$ cat src/rtl/eth_frame_gen_if.sv
`default_nettype none
// =====================================================================
// Module  : eth_frame_gen_if
// Brief   : 8-bit AXI-stream TX bundle between frame source and MAC FIFO.
// Revision: 1.0
// =====================================================================
interface eth_frame_gen_if;
    logic [7:0] tdata;
    logic       tvalid;
    logic       tready;
    logic       tlast;
    logic       tuser;

    modport master (output tdata, output tvalid, output tlast, output tuser, input tready);
    modport slave  (input tdata, input tvalid, input tlast, input tuser, output tready);
endinterface
`default_nettype wire

$ cat src/rtl/eth_frame_gen.sv
`default_nettype none
// =====================================================================
// Module  : eth_frame_gen
// Brief   : Periodic AXI-stream Ethernet test-frame source (header, seq, fill).
//           Optional macro FRAMEGEN_ERR_INJECT_EN adds inject_err -> tuser.
// Revision: 1.0
// =====================================================================
module eth_frame_gen #(
    parameter logic [47:0] DST_MAC     = 48'hFFFFFFFFFFFF,
    parameter logic [47:0] SRC_MAC     = 48'h020000000001,
    parameter logic [15:0] ETHERTYPE   = 16'h88B5,
    parameter int          PAYLOAD_LEN = 46,
    parameter logic [31:0] INTERVAL    = 32'd1249999
) (
    input  wire             clk,
    input  wire             resetn,
    input  wire             enable,
`ifdef FRAMEGEN_ERR_INJECT_EN
    input  wire             inject_err,
`endif
    eth_frame_gen_if.master tx_axis,
    output logic [31:0]     frame_count,
    output logic [15:0]     drop_count,
    output logic            busy
);

    localparam logic [111:0] C_HDR      = {DST_MAC, SRC_MAC, ETHERTYPE};
    localparam logic [10:0]  C_HDR_LAST = 11'd13;
    localparam logic [10:0]  C_PAY_LAST = 11'(PAYLOAD_LEN - 1);

    typedef enum logic [1:0] {
        S_IDLE = 2'd0,
        S_HDR  = 2'd1,
        S_PAY  = 2'd2,
        S_DONE = 2'd3
    } state_t;

    state_t      state_q;
    logic [31:0] timer_q;
    logic        pending_q;
    logic [10:0] cnt_q;
    logic [31:0] seq_q;
    logic [7:0]  tdata_q;
    logic        tvalid_q;
    logic        tlast_q;
    logic [31:0] frame_count_q;
    logic [15:0] drop_count_q;
`ifdef FRAMEGEN_ERR_INJECT_EN
    logic        arm_q;
    logic        err_frame_q;
    logic        tuser_q;
`endif

    logic        w_tick;
    logic        w_xfer;
    logic        w_start;
    logic [10:0] w_cnt_d;
    logic [7:0]  w_hdr_byte;
    logic [7:0]  w_pay_byte;

    function automatic logic [7:0] pay_byte(input logic [10:0] k, input logic [31:0] seq);
        logic [7:0] b;
        if (k < 11'd4) begin
            case (k[1:0])
                2'd0:    b = seq[31:24];
                2'd1:    b = seq[23:16];
                2'd2:    b = seq[15:8];
                default: b = seq[7:0];
            endcase
        end else begin
            b = k[7:0];
        end
        return b;
    endfunction

    assign w_tick  = enable && (timer_q == 32'd0);
    assign w_xfer  = tvalid_q && tx_axis.tready;
    assign w_start = w_tick || (pending_q && enable);
    assign w_cnt_d = cnt_q + 11'd1;

    always_comb begin
        w_hdr_byte = 8'h00;
        for (int b = 0; b < 14; b++) begin
            if (w_cnt_d[3:0] == 4'(b)) begin
                w_hdr_byte = C_HDR[8*(13-b) +: 8];
            end
        end
        w_pay_byte = pay_byte(w_cnt_d, seq_q);
    end

    always_ff @(posedge clk) begin
        if (!resetn) begin
            state_q       <= S_IDLE;
            timer_q       <= INTERVAL;
            pending_q     <= 1'b0;
            cnt_q         <= 11'd0;
            seq_q         <= 32'd0;
            tdata_q       <= 8'h00;
            tvalid_q      <= 1'b0;
            tlast_q       <= 1'b0;
            frame_count_q <= 32'd0;
            drop_count_q  <= 16'd0;
`ifdef FRAMEGEN_ERR_INJECT_EN
            arm_q         <= 1'b0;
            err_frame_q   <= 1'b0;
            tuser_q       <= 1'b0;
`endif
        end else begin
            if (enable) begin
                timer_q <= w_tick ? INTERVAL : timer_q - 32'd1;
            end
`ifdef FRAMEGEN_ERR_INJECT_EN
            arm_q <= arm_q | inject_err;
`endif
            case (state_q)
                S_IDLE: begin
                    if (w_start) begin
                        state_q   <= S_HDR;
                        // A tick landing on a pending start is carried over, not lost.
                        pending_q <= w_tick && pending_q;
                        seq_q     <= frame_count_q;
                        cnt_q     <= 11'd0;
                        tvalid_q  <= 1'b1;
                        tdata_q   <= C_HDR[111:104];
                        tlast_q   <= 1'b0;
`ifdef FRAMEGEN_ERR_INJECT_EN
                        err_frame_q <= arm_q;
                        arm_q       <= inject_err;
`endif
                    end
                end
                S_HDR: begin
                    if (w_xfer) begin
                        if (cnt_q == C_HDR_LAST) begin
                            state_q <= S_PAY;
                            cnt_q   <= 11'd0;
                            tdata_q <= seq_q[31:24];
                        end else begin
                            cnt_q   <= w_cnt_d;
                            tdata_q <= w_hdr_byte;
                        end
                    end
                end
                S_PAY: begin
                    if (w_xfer) begin
                        if (cnt_q == C_PAY_LAST) begin
                            state_q  <= S_DONE;
                            tvalid_q <= 1'b0;
                            tlast_q  <= 1'b0;
                            tdata_q  <= 8'h00;
`ifdef FRAMEGEN_ERR_INJECT_EN
                            tuser_q  <= 1'b0;
`endif
                        end else begin
                            cnt_q   <= w_cnt_d;
                            tdata_q <= w_pay_byte;
                            tlast_q <= (w_cnt_d == C_PAY_LAST);
`ifdef FRAMEGEN_ERR_INJECT_EN
                            tuser_q <= err_frame_q && (w_cnt_d == C_PAY_LAST);
`endif
                        end
                    end
                end
                S_DONE: begin
                    frame_count_q <= frame_count_q + 32'd1;
                    state_q       <= S_IDLE;
                end
                default: state_q <= S_IDLE;
            endcase

            if ((state_q != S_IDLE) && w_tick) begin
                if (!pending_q) begin
                    pending_q <= 1'b1;
                end else if (drop_count_q != 16'hFFFF) begin
                    drop_count_q <= drop_count_q + 16'd1;
                end
            end
        end
    end

    assign tx_axis.tdata  = tdata_q;
    assign tx_axis.tvalid = tvalid_q;
    assign tx_axis.tlast  = tlast_q;
`ifdef FRAMEGEN_ERR_INJECT_EN
    assign tx_axis.tuser  = tuser_q;
`else
    assign tx_axis.tuser  = 1'b0;
`endif
    assign frame_count    = frame_count_q;
    assign drop_count     = drop_count_q;
    assign busy           = (state_q != S_IDLE);

endmodule
`default_nettype wire

$ cat src/flat_wrapper.sv
// flat-port wrapper written by rule: the top's interface ports become plain ports
module eth_frame_gen_flat 
#(
    parameter logic [47:0] DST_MAC     = 48'hFFFFFFFFFFFF,
    parameter logic [47:0] SRC_MAC     = 48'h020000000001,
    parameter logic [15:0] ETHERTYPE   = 16'h88B5,
    parameter int          PAYLOAD_LEN = 46,
    parameter logic [31:0] INTERVAL    = 32'd1249999
)
  (clk, resetn, enable, frame_count, drop_count, busy, tx_axis_tdata, tx_axis_tvalid, tx_axis_tlast, tx_axis_tuser, tx_axis_tready);
  eth_frame_gen_if tx_axis_i ();
  input  wire clk;
  input  wire resetn;
  input  wire enable;
  output logic [31:0] frame_count;
  output logic [15:0] drop_count;
  output logic busy;
  output wire logic [$bits(tx_axis_i.tdata)-1:0] tx_axis_tdata;
  output wire logic [$bits(tx_axis_i.tvalid)-1:0] tx_axis_tvalid;
  output wire logic [$bits(tx_axis_i.tlast)-1:0] tx_axis_tlast;
  output wire logic [$bits(tx_axis_i.tuser)-1:0] tx_axis_tuser;
  input wire logic [$bits(tx_axis_i.tready)-1:0] tx_axis_tready;
  assign tx_axis_tdata = tx_axis_i.tdata;
  assign tx_axis_tvalid = tx_axis_i.tvalid;
  assign tx_axis_tlast = tx_axis_i.tlast;
  assign tx_axis_tuser = tx_axis_i.tuser;
  assign tx_axis_i.tready = tx_axis_tready;
  eth_frame_gen #(.DST_MAC(DST_MAC), .SRC_MAC(SRC_MAC), .ETHERTYPE(ETHERTYPE), .PAYLOAD_LEN(PAYLOAD_LEN), .INTERVAL(INTERVAL)) u_core (.clk(clk), .resetn(resetn), .enable(enable), .tx_axis(tx_axis_i), .frame_count(frame_count), .drop_count(drop_count), .busy(busy));
endmodule
$ cat config.mk
export PLATFORM = sky130hd
export DESIGN_NAME = eth_frame_gen_flat
export DESIGN_NICKNAME = d
export VERILOG_FILES = /design/src/rtl/eth_frame_gen_if.sv /design/src/rtl/eth_frame_gen.sv /design/src/flat_wrapper.sv
export SDC_FILE = /design/constraint.sdc
export NUM_CORES = 1
export LEC_CHECK = 0
export BUFFER_PORTS_ARGS = -buffer_cell sky130_fd_sc_hd__buf_2
export CAP_MARGIN = 20
export CORE_MARGIN = 1
export CORE_UTILIZATION = 56
export DETAILED_ROUTE_END_ITERATION = 6
export GPL_TIMING_DRIVEN = 0
export PLACE_DENSITY = 0.76
export SLEW_MARGIN = 5
export SYNTH_ARGS = -nofsm -noshare
export SYNTH_HDL_FRONTEND = slang
export SYNTH_SLANG_ARGS = --single-unit
$ cat constraint.sdc
create_clock -name clk -period 3.4 [get_ports clk]
set_input_delay 0.17 -clock clk [delete_from_list [all_inputs] [get_ports clk]]
set_output_delay 0.17 -clock clk [all_outputs]
set_load 0.01 [all_outputs]
==> results of run 1 <==
critical path, cell delays in order, from the launching register on:
cell	delay [ns]
dfxtp_1	0.33
inv_1	0.06
ha_1	0.17
or4b_2	0.60
nor2_1	0.14
nand4_2	0.21
a211oi_2	0.69
buf_4	0.34
mux2i_1	0.22
nor2_1	0.06
placed cells by master (no fill, tap or decap), drive strengths merged, types with 3 or more instances in the layout:
master | synthesis | routed
clkinv | 0 | 4
nor4 | 14 | 14
and3 | 11 | 11
or3 | 10 | 10
a21oi | 31 | 31
a222oi | 8 | 8
nor2 | 108 | 108
or2 | 3 | 3
inv | 18 | 18
nor2b | 7 | 7
nand4 | 21 | 21
clkbuf | 35 | 57
dfxtp | 136 | 136
nor3 | 21 | 21
and4 | 7 | 7
nand3 | 32 | 32
nand2b | 15 | 15
o31ai | 5 | 5
and2 | 8 | 8
a21o | 3 | 3
xor2 | 32 | 32
xnor2 | 32 | 32
a31oi | 11 | 11
buf | 7 | 70
o41ai | 5 | 5
a211oi | 3 | 3
o21ai | 42 | 42
mux2i | 45 | 45
ha | 14 | 14
o211ai | 7 | 7
or4 | 12 | 12
nand4b | 4 | 4
nor4b | 3 | 3
bufinv | 0 | 3
nand2 | 70 | 70
layer usage:
metal / part of all wire / routed length (um) / global-route usage / vias up
li1: - / - / - / 3046
met3: 0.065 / 1170 / 0.0740 / 34
met2: 0.45 / 8060 / 0.463 / 235
met1: 0.46 / 8270 / 0.406 / 3031
met5: 0 / 0 / 0 / -
met4: 0.021 / 382 / 0.0942 / 0
power groups by stage:
stage / clock network, mW / logic [mW] / registers (mW)
3_3_place_gp: 0 / 0.0563 / 1.63
3_5_place_dp: 0 / 0.0573 / 1.63
6_report: 1.87 / 0.0577 / 1.60
4_1_cts: 1.88 / 0.0576 / 1.60
5_1_grt: 1.95 / 0.0634 / 1.60
2_1_floorplan: 0 / 0.0360 / 1.63
path summary, 6_finish.rpt:
| kind | endpoint | cells past startpoint | start |
|---|---|---|---|
| setup reg to reg | u_core.seq_q[24]$_SDFFE_PN0P_ | 9 | u_core.timer_q[0]$_SDFFE_PN1P_ |
| hold reg to reg | u_core.drop_count[5]$_SDFFE_PN0P_ | 2 | u_core.drop_count[5]$_SDFFE_PN0P_ |
| setup / recovery | u_core.seq_q[24]$_SDFFE_PN0P_ | 9 | u_core.timer_q[0]$_SDFFE_PN1P_ |
| hold / removal | u_core.timer_q[4]$_SDFFE_PN0P_ | 4 | enable |
through the flow:
step            util  power [mW]  cell area (um2)  hold slack [ns]
6_report       0.679        3.52             7910            0.257
5_1_grt        0.679        3.61             7910            0.268
4_1_cts        0.679        3.53             7910            0.234
3_5_place_dp   0.628        1.69             7320            0.485
3_3_place_gp   0.627        1.69             7310            0.471
2_1_floorplan      -        1.67             6820            0.459
layout make-up:
class | count | area, um2
Multi-Input combinational cell | 609 | 3860
Fill cell | 946 | 3750
Sequential cell | 136 | 2720
Clock buffer | 22 | 474
Timing Repair Buffer | 63 | 315
Tap cell | 143 | 179
Buffer | 42 | 174
Clock inverter | 8 | 121
Inverter | 18 | 67.6
state kept, by name (all words and copies together) (netlist names):
| name | flops |
|---|---|
| u_core.frame_count | 32 |
| u_core.pending_q | 1 |
| u_core.state_q | 2 |
| u_core.drop_count | 16 |
| u_core.tx_axis.tdata | 8 |
| u_core.seq_q | 32 |
| u_core.cnt_q | 11 |
| u_core.tx_axis.tvalid | 1 |
| u_core.timer_q | 32 |
| u_core.tx_axis.tlast | 1 |
cell families after synthesis:
kind of cell	count (synthesis)
AND/OR/NAND/NOR	354
flip-flops	136
AO/OA/AOI/OAI	130
XOR/XNOR	64
buffers and inverters	60
multiplexers	46
adder cells (fa/ha/maj)	14
other	1
==> summary.md, run 1 <==
| Metric | Value |
|---|---|
| Place WS | 0.478 ns |
| Die Ht | 112 um |
| RePlAce Congestion | 0.907 |
| Setup CP Type | flop to flop |
| P_sw | a little over 0.7 mW |
| Post-Synth XOR/XNOR Area | 0.0821 |
| Slew headroom | 0.330 |
| Top FF cell, synth | dfxtp_1 |
| Max clock buf depth | 2 |
| Crit. End Element | flop |
| H-tree level count | 4 |
| Type of the most critical hold path | primary input to flop |
| Crit path time final | just under 3 ns |
| Status | finished clean |
| CTS buffer count | 17 |
| Avg Cell Area, Syn | 8.48 um2 |
| Seq/Total Area, Yosys | 0.399 |
| CTS clk-pin slew, worst paths | around 0.050 ns |
| Syn_nets | 823 |
| Die Area | 0.0126 mm2 |
| Post-Synth Adder-Cell Area | 0.0257 |
| Top-count cell post-synth | dfxtp_1 |
| Worst-Margin Slew | 0.997 ns |
| Number of hold buffers added after cts | 0 |
| R2R setup slack | about 0.44 ns |
| Post-Synthesis Cell Area | between 0.006 and 0.007 mm2 |
| Post-synth EDFFs | 0 |
| Dpl cells | 1011 |
| Cells after Synth | between 800 and 900 |
| Final setup TNS | 0 ns |
| Seq pwr share | 0.454 |
| Max Fclk | 338 MHz |
| Grt ovf | 0 |
| Clock Power Share | 0.530 |
| Synth area leaders | dfxtp_1, mux2i_1, nor2_1, xnor2_1, xor2_1 |
| CTS tree | yes |
| Largest net degree at the start of global routing | 17 |
| Num rows | 39 |
| Lkg Pwr | between 2 and 3 nW |
| Int Power | 2.81 mW |
| Required time worst endpoint | 3.70 ns |
| Share of flip-flops with an asynchronous set or reset | 0 |
| Starting Density | 0.585 |
| Period utilization | 0.870 |
| Final ANT Viol Nets | 0 |
| Area leader, netlist | dfxtp_1 |
| Sw Ratio | 0.203 |
| Finished Layout Cells | 1041 |
| Share of cells above drive strength 1 | 0.126 |
| Multiplexer share of the synthesized area | 0.0677 |
| Yosys top cell area share | 0.399 |
| Die X | 112 um |
| Synth cell types | 62 |
| Maxcap violations | 0 |
| Vias per cell | 6.10 |
| Worst setup SP type | flop |
| Area of the core | 0.0117 mm2 |
| DRC Markers | 0 |
| Via count | 6346 |
| Max IR drop VDD | between 0.4 and 0.5 mV |
| Warnings from Yosys | 0 |
| Initial antenna violation count | 0 |
| Total track usage | 0.297 |
| Final Skew | 0.00970 ns |
| Layout area overhead | 16.0% |
| Clk root buf | clkbuf_16 |
| # diodes | 0 |
| Post-synth top cells | dfxtp_1, nor2_1, nand2_1 |
| IO buf count | just over 60 |
| CP Data Arrival Time | 3.26 ns |
| Setup slack after layout | 0.441 ns |
| Nets | 905 |
| Drt first-iter violations | roughly 720 |
| RSZ-0062 raised after global routing | no |
| DPL Wire Length | roughly 13000 um |
| DR WL/cell | between 15 and 20 um |
| Final WL | 17900 um |
| Clock Latency Late Sink | 0.43 ns |
| Clk sinks | roughly 140 |
| Simple-Gate Fraction of Synth Area | 0.267 |
| Vias in the first global route | 5776 |
| First-pass DRT Iterations | 6 |
| Post-CTS Resized | 0 |
| CP max FO | 10 |
| Combinational power share | 0.016 |
| # IOs | 64 |
| Fin. Hold Viols | 0 |
| Final setup fails | 0 |
| Slew Limit Fails | 0 |
| Main combinational cell family by area after synthesis | simple AND/OR/NAND/NOR gates |
| Synth Register Bits | 136 |
| Post-CTS setup buffers | 0 |
| P per Cell Area | 445 mW/mm2 |
| First-pass GRT wire length | 29500 um |
| Synth Area in Compound Gates | 0.123 |
(Power assumes the default switching activity.)
==> run 2, diff against run 1 <==
ABC_AREA = 1   (was unset)
==> run 2 against run 1 <==
Effect of this change:
- total power is 24% higher
- final cell count is 32% higher
- highest routed layer unchanged
- register-to-register slack better by 0.58 ns
- largest cell class unchanged
==> summary.md, run 2 <==
| Metric | Value |
|---|---|
| Worst-Margin Slew | 0.625 ns (-0.372 ns) |
| Avg Cell Area, Syn | 6.70 um2 (-21%) |
| Top-count cell post-synth | nand2_1 |
| Worst min-delay path startpoint | enable |
| Final ANT Viol Nets | 0 (unchanged) |
| Post-route cell area | 0.00853 mm2 (+7.8%) |
| Synth Register Bits | 136 (unchanged) |
| RePlAce Congestion | 0.906 (about the same) |
| # diodes | 0 (unchanged) |
| DPL Wire Length | 14200 um (+11%) |
| Placed Area | 0.00795 mm2 (+8.6%) |
| First-pass GRT wire length | 31200 um (+6.0%) |
| IO buf count | 62 (unchanged) |
| Synth area leaders | dfxtp_1, nand2_1, nor2_1, o21ai_0, inv_1 |
| CTS tree | yes |
| Max IR drop VDD | 0.424 mV (+5.5%) |
| Simple-Gate Fraction of Synth Area | 0.352 (+0.0850) |
| Main combinational cell family by area after synthesis | simple AND/OR/NAND/NOR gates |
| Required time worst endpoint | 3.76 ns (+0.06 ns) |
| Synth cell types | 42 (-32%) |
| CTS clk-pin slew, worst paths | 0.06 ns (about the same) |
| Initial antenna violation count | 0 (unchanged) |
| Cells after Synth | 1107 (+38%) |
| Final Skew | 0.00672 ns (-0.00298 ns) |
| DRC Markers | 0 (unchanged) |
| CTS buffer count | 17 (unchanged) |
| Post-Synthesis Cell Area | 0.00742 mm2 (+8.8%) |
| Finished Layout Cells | 1373 (+32%) |
| Share of cells above drive strength 1 | 0.139 (+0.0132) |
| Seq/Total Area, Yosys | 0.367 (-0.0321) |
| R2R setup slack | 1.02 ns (+0.58 ns) |
| CP max FO | 11 (+1) |
| Crit. End Element | flop |
| Die Area | 0.0137 mm2 (+8.6%) |
| Fin. Hold Viols | 0 (unchanged) |
| Post-synth top cells | nand2_1, nor2_1, dfxtp_1 |
| Synth Area in Compound Gates | 0.135 (+0.0127) |
| H-tree level count | 4 (unchanged) |
| Number of hold buffers added after cts | 0 (unchanged) |
| Met2 usage | 0.467 (+0.00414) |
| Worst setup SP type | flop |
| Final WL | 19300 um (+8.1%) |
| Total track usage | 0.295 (-0.00204) |
| Vias per cell | 5.33 (-13%) |
| Largest net degree at the start of global routing | 17 (unchanged) |
| Most frequent cells in the layout | nand2_1, nor2_1, dfxtp_1, inv_1, o21ai_0 |
| Area of the core | 0.0128 mm2 (+9.5%) |
| DR WL/cell | 14.1 um (-18%) |
| Warnings from Yosys | 0 (unchanged) |
| Final Core Density | 0.668 (-0.0108) |
| Top FF cell, synth | dfxtp_1 |
| GR Util met3 | 0.0541 (-0.0199) |
| Crit path time final | 2.38 ns (-0.581 ns) |
| Via count | 7323 (+15%) |
| Hold path endpoint | u_core.timer_q[2]$_SDFFE_PN1P_ |
| Multiplexer share of the synthesized area | 0 (-0.0677) |
| Die Ht | 117 um (+4.2%) |
| Reg2reg path depth | 12 (+3) |
| Share of flip-flops with an asynchronous set or reset | 0 (unchanged) |
| Layout area overhead | 14.9% |
| Nets | 1206 (+33%) |
| Dpl cells | 1341 (+33%) |
| First-pass DRT Iterations | 5 (-1) |
| Reg2reg end | u_core.tx_axis.tdata[5]$_SDFFE_PN0P_ |
| Critical R2R Launch | u_core.cnt_q[0]$_SDFFE_PN0P_ |
| Met1 global-route usage | 0.411 (+0.00527) |
| # IOs | 64 (unchanged) |
| CP Data Arrival Time | 2.74 ns (-0.52 ns) |
| Yosys top cell area share | 0.367 (-0.0321) |
| Syn_nets | 1125 (+37%) |
| RSZ-0062 raised after global routing | no |
| Type of the most critical hold path | primary input to flop |
| Num rows | 41 (+5.1%) |
| P per Cell Area | 514 mW/mm2 (+15%) |
| Post-Synth XOR/XNOR Area | 0.0389 (-0.0432) |
| Top Usage Layer GRT | met2 |
| Maxcap violations | 0 (unchanged) |
| Post-Synth Adder-Cell Area | 0.0236 (-0.00207) |
| Post-CTS setup buffers | 0 (unchanged) |
| Grt ovf | 0 (unchanged) |
| Drt first-iter violations | 615 (-15%) |
| Slew Limit Fails | 0 (unchanged) |
| Final setup fails | 0 (unchanged) |
| Slew headroom | 0.580 (+0.250) |
| Die X | 117 um (+4.2%) |
| Lkg Pwr | 3.63 nW (+23%) |
| Status | finished clean |
| Final setup TNS | 0 ns (unchanged) |
| Post-CTS Resized | 0 (unchanged) |
| Vias in the first global route | 6436 (+11%) |
| Clk sinks | 136 (unchanged) |
| Hold Path Stages | 3 (-1) |
| Setup CP Type | flop to flop |
| Max clock buf depth | 2 (unchanged) |
| Period utilization | 0.699 (-0.171) |
| Clk root buf | clkbuf_16 |
| Post-synth EDFFs | 0 (unchanged) |
| Clock Latency Late Sink | 0.43 ns (about the same) |
| Area leader, netlist | dfxtp_1 |
| Most common cell after layout, fill and taps aside | nand2_1 |
| Starting Density | 0.581 (-0.00407) |
| Max Fclk | 421 MHz (+24%) |
-- run 2: cell types whose count changed after synthesis, moves of 12 or more --
cell / delta
mux2i_1: -45
xnor2_1: -19
inv_1: +89
o21ai_0: +43
nor2_1: +86
a21oi_1: +39
nand2b_1: -15
nand3_1: +25
nor3_1: +24
xor2_1: -12
clkbuf_1: -16
nand2_2: +13
nand2_1: +151
-- run 2: power by group --
group / leakage, nW / switching (mW) / internal, mW
Combinational: 2.26 / 0.579 / 0.258
Sequential: 1.10 / 0.0616 / 1.66
Clock: 0.278 / 0.790 / 1.04
-- run 2: layout make-up --
type | instances | area [um2]
repair buffers | 62 | 310
clock buffers | 17 | 425
multi-input cells | 824 | 4090
fillers | 1157 | 4240
well taps | 172 | 215
plain buffers | 37 | 200
inverters | 110 | 414
flip-flops and latches | 136 | 2720
clock inverters | 15 | 156
-- run 2: stage by stage --
step	setup WS [ns]	power [mW]	hold WS, ns
6_report	1.02	4.38	0.0526
5_1_grt	0.777	4.59	0.0942
4_1_cts	1.07	4.38	0.0511
3_5_place_dp	1.11	2.57	0.460
3_3_place_gp	1.13	2.55	0.458
2_1_floorplan	1.56	2.35	0.355
-- run 2: logic make-up (layout without fill, tap and decap cells) --
group                      count (synthesis)  in the layout
xor gates and xnor gates                  33             33
other                                      1              1
AOI/OAI and AO/OA                        184            184
DFF                                      136            136
adders and majority gates                 14             14
buffers and inverters                    147            241
and+or+nand+nor                          592            592
-- run 2: worst max-delay path, cell delays in order (launching register included) --
cell and delay (ns):
dfxtp_1 0.56, ha_1 0.21, clkbuf_1 0.36, inv_1 0.08
nand2_1 0.10, nand3_1 0.09, a21oi_1 0.20, nand3_1 0.19
nand2_1 0.10, nand2_1 0.08, nor2_1 0.15, nor2_1 0.05
a21oi_1 0.13
-- run 2: how the worst max path moves through the flow --
| stage | start | slack, ns | depth (start not counted) | to |
|---|---|---|---|---|
| 2_1_floorplan | u_core.state_q[0]$_SDFFE_PN0P_ | 1.56 | 13 | u_core.frame_count[29]$_SDFFE_PN0N_ |
| 3_3_place_gp | u_core.cnt_q[0]$_SDFFE_PN0P_ | 1.13 | 11 | u_core.tx_axis.tdata[4]$_SDFFE_PN0P_ |
| 3_5_place_dp | u_core.cnt_q[0]$_SDFFE_PN0P_ | 1.11 | 11 | u_core.tx_axis.tdata[4]$_SDFFE_PN0P_ |
| 4_1_cts | u_core.cnt_q[0]$_SDFFE_PN0P_ | 1.07 | 11 | u_core.tx_axis.tdata[4]$_SDFFE_PN0P_ |
| 5_1_grt | u_core.cnt_q[0]$_SDFFE_PN0P_ | 0.78 | 12 | u_core.tx_axis.tdata[5]$_SDFFE_PN0P_ |
| 6_report | u_core.cnt_q[0]$_SDFFE_PN0P_ | 1.02 | 12 | u_core.tx_axis.tdata[5]$_SDFFE_PN0P_ |
-- run 2: per-layer routing --
metal,wire length (um),part of all wire
met5,0,0
met4,319,0.016
met3,1120,0.058
met2,8550,0.44
met1,9340,0.48
